==> src/rtl/mbox_pkg.sv <==
// Shared types and constants for the mbox scheduler and its mbox multiply/divide unit.
package mbox_pkg;

  typedef enum logic [1:0] {
    IDLE = 2'd0,
    EXEC = 2'd1,
    RESP = 2'd2
  } mbox_sched_state_t;

  localparam logic MBOX_OP_MUL = 1'b0;
  localparam logic MBOX_OP_DIV = 1'b1;

  localparam int MBOX_XLEN_MAX = 64;

  // Saturated result returned for a divide by zero; only the low xlen bits are set.
  function automatic logic [MBOX_XLEN_MAX-1:0] divz_result(input int xlen);
    logic [MBOX_XLEN_MAX-1:0] r;
    r = '0;
    for (int i = 0; i < MBOX_XLEN_MAX; i++) begin
      if (i < xlen) r[i] = 1'b1;
    end
    return r;
  endfunction

endpackage

==> src/rtl/mbox.sv <==
// Single-cycle unsigned multiply/divide unit; the result is registered when en is high
// and held otherwise.
module mbox
  import mbox_pkg::*;
#(
  parameter int XLEN = 32
) (
  input  logic              clk,
  input  logic              rst,
  input  logic              en,
  input  logic [XLEN/2-1:0] op1,
  input  logic [XLEN/2-1:0] op2,
  input  logic              mdsel,
  output logic [XLEN-1:0]   result
);

  localparam int HW = XLEN / 2;

  logic [XLEN-1:0] prod;
  logic [XLEN-1:0] quo;

  // A zero divisor yields all ones so simulation never sees X on the result.
  always_comb begin
    prod = {{(XLEN-HW){1'b0}}, op1} * {{(XLEN-HW){1'b0}}, op2};
    quo  = '1;
    if (op2 != '0) quo = {{(XLEN-HW){1'b0}}, op1 / op2};
  end

  always_ff @(posedge clk) begin
    if (rst) begin
      result <= '0;
    end else if (en) begin
      result <= (mdsel == MBOX_OP_DIV) ? quo : prod;
    end
  end

endmodule

==> src/rtl/mbox_rr_arb.sv <==
// Combinational round-robin arbiter: grants the first request at or after rr_ptr, wrapping.
module mbox_rr_arb #(
  parameter  int NREQ = 4,
  localparam int GW   = $clog2(NREQ)
) (
  input  logic [NREQ-1:0] req,
  input  logic [GW-1:0]   rr_ptr,
  output logic [NREQ-1:0] grant,
  output logic            grant_valid
);

  logic [GW:0] idx;

  always_comb begin
    grant       = '0;
    grant_valid = 1'b0;
    idx         = '0;
    for (int i = 0; i < NREQ; i++) begin
      idx = {1'b0, rr_ptr} + (GW+1)'(i);
      if (idx >= (GW+1)'(NREQ)) idx = idx - (GW+1)'(NREQ);
      if (!grant_valid && req[idx[GW-1:0]]) begin
        grant[idx[GW-1:0]] = 1'b1;
        grant_valid        = 1'b1;
      end
    end
  end

endmodule

==> src/rtl/mbox_sched.sv <==
// Shares one mbox between NREQ requesters with round-robin arbitration and valid/ready on both sides.
// Optional macro MBOX_SCHED_DIVZ_CHK_EN: short-circuits divide-by-zero requests to a saturated response.
//
// state | meaning
// IDLE  | arbitrating; req_ready driven for the winning lane
// EXEC  | latched operands at the mbox; result registered at end of cycle
// RESP  | rsp_valid[gid] held until rsp_ready[gid]
module mbox_sched
  import mbox_pkg::*;
#(
  parameter  int XLEN = 32,
  parameter  int NREQ = 4,
  localparam int GW   = $clog2(NREQ)
) (
  input  logic                         clk,
  input  logic                         rst,
  input  logic [NREQ-1:0]              req_valid,
  output logic [NREQ-1:0]              req_ready,
  input  logic [NREQ-1:0][XLEN/2-1:0]  req_op1,
  input  logic [NREQ-1:0][XLEN/2-1:0]  req_op2,
  input  logic [NREQ-1:0]              req_mdsel,
  output logic [NREQ-1:0]              rsp_valid,
  input  logic [NREQ-1:0]              rsp_ready,
  output logic [XLEN-1:0]              rsp_data,
  output logic                         rsp_divz,
  output logic                         busy
);

  mbox_sched_state_t state_q, state_d;

  logic [GW-1:0]     rr_ptr_q;
  logic [GW-1:0]     gid_q;
  logic [XLEN/2-1:0] op1_q;
  logic [XLEN/2-1:0] op2_q;
  logic              mdsel_q;

  logic [NREQ-1:0]   grant;
  logic              grant_valid;
  logic [GW-1:0]     win;
  logic              win_divz;
  logic              accept_req;
  logic              accept_rsp;
  logic [XLEN-1:0]   mbox_result;
  logic [GW-1:0]     rr_ptr_next;

  mbox_rr_arb #(
    .NREQ (NREQ)
  ) u_arb (
    .req         (req_valid),
    .rr_ptr      (rr_ptr_q),
    .grant       (grant),
    .grant_valid (grant_valid)
  );

  always_comb begin
    win = '0;
    for (int i = 0; i < NREQ; i++) begin
      if (grant[i]) win = GW'(i);
    end
  end

`ifdef MBOX_SCHED_DIVZ_CHK_EN
  localparam logic [XLEN-1:0] DIVZ_DATA = XLEN'(divz_result(XLEN));

  logic divz_q;

  assign win_divz = (req_mdsel[win] == MBOX_OP_DIV) && (req_op2[win] == '0);

  always_ff @(posedge clk) begin
    if (rst) begin
      divz_q <= 1'b0;
    end else if (accept_req) begin
      divz_q <= win_divz;
    end
  end

  assign rsp_divz = (state_q == RESP) && !rst && divz_q;

  always_comb begin
    rsp_data = '0;
    if (state_q == RESP && !rst) rsp_data = divz_q ? DIVZ_DATA : mbox_result;
  end
`else
  assign win_divz = 1'b0;
  assign rsp_divz = 1'b0;

  always_comb begin
    rsp_data = '0;
    if (state_q == RESP && !rst) rsp_data = mbox_result;
  end
`endif

  // Every output is forced low while rst is high, even before the state register clears.
  always_comb begin
    state_d    = state_q;
    req_ready  = '0;
    rsp_valid  = '0;
    accept_req = 1'b0;
    accept_rsp = 1'b0;
    if (!rst) begin
      case (state_q)
        IDLE: begin
          if (grant_valid) begin
            req_ready  = grant;
            accept_req = 1'b1;
            state_d    = win_divz ? RESP : EXEC;
          end
        end
        EXEC: state_d = RESP;
        RESP: begin
          rsp_valid[gid_q] = 1'b1;
          if (rsp_ready[gid_q]) begin
            accept_rsp = 1'b1;
            state_d    = IDLE;
          end
        end
        default: state_d = IDLE;
      endcase
    end
  end

  assign rr_ptr_next = (gid_q == GW'(NREQ-1)) ? '0 : gid_q + 1'b1;

  always_ff @(posedge clk) begin
    if (rst) begin
      state_q  <= IDLE;
      rr_ptr_q <= '0;
      gid_q    <= '0;
      op1_q    <= '0;
      op2_q    <= '0;
      mdsel_q  <= 1'b0;
    end else begin
      state_q <= state_d;
      if (accept_req) begin
        gid_q   <= win;
        op1_q   <= req_op1[win];
        op2_q   <= req_op2[win];
        mdsel_q <= req_mdsel[win];
      end
      if (accept_rsp) rr_ptr_q <= rr_ptr_next;
    end
  end

  assign busy = !rst && (state_q != IDLE);

  mbox #(
    .XLEN (XLEN)
  ) u_mbox (
    .clk    (clk),
    .rst    (rst),
    .en     (state_q == EXEC),
    .op1    (op1_q),
    .op2    (op2_q),
    .mdsel  (mdsel_q),
    .result (mbox_result)
  );

endmodule
==> config.mk <==
export PLATFORM = sky130hd
export DESIGN_NAME = mbox_sched
export DESIGN_NICKNAME = d
export VERILOG_FILES = /design/src/rtl/mbox_pkg.sv /design/src/rtl/mbox.sv /design/src/rtl/mbox_rr_arb.sv /design/src/rtl/mbox_sched.sv
export SDC_FILE = /design/constraint.sdc
export NUM_CORES = 1
export LEC_CHECK = 0
export BUFFER_PORTS_ARGS = -buffer_cell sky130_fd_sc_hd__buf_2
export CORE_UTILIZATION = 40
export DETAILED_ROUTE_END_ITERATION = 6
export SKIP_LAST_GASP = 1
export SYNTH_ARGS = -nofsm -noshare
export SYNTH_HDL_FRONTEND = slang
export SYNTH_SLANG_ARGS = --single-unit
==> constraint.sdc <==
create_clock -name clk -period 29.7 [get_ports clk]
set_input_delay 4.455 -clock clk [delete_from_list [all_inputs] [get_ports clk]]
set_output_delay 4.455 -clock clk [all_outputs]
set_load 0.005 [all_outputs]
==> flow_metrics.py <==
metrics = {
    "final_layout": {
        "mostFrequentLayoutCells": "nand2_1, inv_1, ha_1",
        "layout-drive-gt1-share_pct": 13.3,
        "multiInputGateArea_sq_um": 16500,
        "final_util_pct": 45.3,
        "area_growth_pct": 10.7,
        "finalNetCount": 3160,
        "mostFrequentLayoutCell": "nand2_1",
        "nFillCells": 4702,
        "seq_area_sq_um": 1420,
    },
    "yosys": {
        "synthFlopType": "dfxtp_1",
        "synth_edf_count": 0,
        "synthCells": 2452,
        "ys_async_sr_fraction_pct": 0,
        "netlist_area_sq_um": 19200,
        "yosysWarnings": 0,
        "syn_nets": 3043,
        "synth.avg_cell_area_sq_um": 7.83,
        "synth_cell_types": 87,
        "synth_seq_cells": 71,
        "yosysSeqAreaShare_pct": 7.40,
    },
    "route": {
        "wl_per_cell_microns": 21.5,
        "routed_wl_microns": 68400,
        "viasPerCell": 5.86,
        "drc": 0,
        "drtIter0Drc": 1472,
        "drt.antenna.violating_nets": 0,
        "via_count": 18600,
        "drtPass1Iterations": 7,
    },
    "timing": {
        "rsz0062_at_grt": "no",
        "maxSlewHeadroom_pct": 7.84,
        "fin_crit_ns": 27.88,
        "timing.final.hold_violations": 0,
        "slew_violations": 0,
        "skew_ns": 0.0180,
        "fmax_mhz": 35.9,
        "worst_slew_pin_slew_ns": 1.37,
        "min_period_over_period_pct": 93.9,
        "setup_viol": 0,
    },
    "global_route": {
        "grt_usage_pct": 27.7,
        "grt_overflow_total": 0,
        "grt_pass1_vias": 18700,
        "antenna_found_initial": 3,
        "grt_max_degree": 70,
        "grt_pass1_wl_microns": 105000,
    },
    "floorplanning": {
        "die_w_microns": 221,
        "core_area_sq_um": 47000,
        "fp-row-count": 79,
        "die_y_microns": 221,
        "start_util_pct": 40.9,
        "io_pins": 184,
        "dieArea_sq_um": 48900,
    },
    "clocking": {
        "clkLatencyLatePin_ns": 0.37,
        "clockRootBuffer": "clkbuf_16",
        "cts_buffer_depth": 2,
        "cts_hold_buf": 0,
        "htreeDepth": 3,
        "cts_made_buffers": 9,
        "cts.reportedPaths.clkPinSlew_ns": 0.06,
        "tritoncts": "done",
        "cts.sinks": 71,
    },
    "worst_setup_path": {
        "cpLargestDelayFamily": "compound AO/OA/AOI/OAI gates",
        "critPathBufInv": 6,
        "slowest_delay_ns": 0.75,
        "setup.worst_path.start_class": "flop",
        "cp-end-kind": "flop",
        "cp_common_cell": "ha_1",
        "crit_type": "flop to flop",
        "cp_max_fo": 20,
        "crit_required_ns": 29.92,
        "cp_slowest_cell": "nor4_2",
        "critPathArrivalTime_ns": 28.11,
    },
    "worst_hold_path": {
        "worstHoldPathType": "flop to flop",
    },
    "place": {
        "port_buffers": 182,
        "hpwl_microns": 54100,
        "gp_congestion": 0.913,
    },
    "run": {
        "max_cap_violations": 0,
    },
    "run_status": {
        "status": "finished, final reports clean",
    },
}
cells by family (layout without fill, tap and decap cells):
logic type	count (synthesis)	after routing	share of synthesized area (%)
and+or+nand+nor	794	794	19.1
buffers and inverters	406	528	8.04
adders and majority gates	449	449	36.8
xor gates and xnor gates	95	95	4.33
DFF	71	71	7.40
AOI/OAI and AO/OA	569	569	20.4
muxes	67	67	3.93
other	1	2	0.0195
area by class of cell:
| class | count | area share (%) |
|---|---|---|
| clock inverter | 6 | 0.212 |
| tap | 607 | 3.57 |
| timing repair buffer | 236 | 6.19 |
| sequential | 71 | 6.70 |
| clock buffer | 10 | 1.08 |
| multi-input combinational | 1975 | 77.4 |
| inverter | 276 | 4.87 |
| antenna | 1 | 0.0118 |
cell usage after synthesis (all sizes together), types with 9 or more instances:
master  number  area share, %
xnor2       53            2.4
o211ai      44            1.7
nand2b      11           0.36
o21bai      12           0.53
a21o        54            2.1
a211oi      30            1.2
o21a        42            1.6
nor2       200            3.9
ha         255             17
dfxtp       71            7.4
nand4       18           0.65
nand3       25           0.65
mux2i       47            2.5
nor3        62            1.6
a221oi      32            1.5
o31ai       11           0.43
o221ai      15           0.68
nor2b       12           0.39
buf         17           0.44
xor2        42            1.9
o21ai       82            2.1
fa         194             20
a31oi       19           0.70
and3         9           0.29
clkbuf     113            2.2
inv        271            5.3
a21oi      141            3.7
and2        91            3.0
nand2      308            6.0
mux2        15           0.88
or2         10           0.33
or3         21           0.68
flip-flops by register name, indices dropped and copies added, names as in the netlist:
signal and cells:
state_q 2, u_mbox.result 32, op2_q 16, gid_q 2, mdsel_q 1, rr_ptr_q 2, op1_q 16
stage by stage:
| stage | TNS (ns) | instance area, sq um | hold slack (ns) | cells | setup slack, ns |
|---|---|---|---|---|---|
| 2_1_floorplan | 0 | 19200 | 0.407 | 2452 | 3.25 |
| 3_3_place_gp | 0 | 20800 | 0.434 | 3162 | 0.814 |
| 3_5_place_dp | -0.463 | 20800 | 0.440 | 3162 | -0.463 |
| 4_1_cts | 0 | 21100 | 0.448 | 3178 | 0.0179 |
| 5_1_grt | 0 | 21300 | 0.477 | 3181 | 0.0411 |
| 6_report | 0 | 21300 | 0.448 | 3182 | 1.82 |
repair_timing:
item,4_1_cts,5_1_grt
pin swaps,0,1
buffers inserted,0,3
endpoints found under the setup margin,1,2
gates resized for setup,2,40
final timing paths:
path              slack (ns)  cells past startpoint                       endpoint                           from
setup / recovery        1.82                    112  u_mbox.result[0]$_SDFFE_PP0N_          op2_q[5]$_SDFFE_PP0P_
hold reg to reg         0.45                      2  u_mbox.result[3]$_SDFFE_PP0N_  u_mbox.result[3]$_SDFFE_PP0N_
hold / removal          0.45                      2  u_mbox.result[3]$_SDFFE_PP0N_  u_mbox.result[3]$_SDFFE_PP0N_
setup reg to reg        1.82                    112  u_mbox.result[0]$_SDFFE_PP0N_          op2_q[5]$_SDFFE_PP0P_
worst register-to-register path: cells and delay by family, from the launching register on:
kind,cells,cell delay (ns)
adders and majority gates,15,4.51
buffers and inverters,6,1.23
and+or+nand+nor,28,6.92
DFF,1,0.32
AOI/OAI and AO/OA,58,12.90
muxes,5,1.88
metal layers:
layer	up-vias	track usage (%)	routed length, microns
met2	833	44.9	30800
met3	150	5.78	5630
met1	8999	35.7	29200
met4	2	11.5	2770
met5	-	0	13
li1	8654	-	-
Power is left out: the tool's default activity adds up to more than one toggle a clock period on the data nets, which glitch-free logic cannot reach.
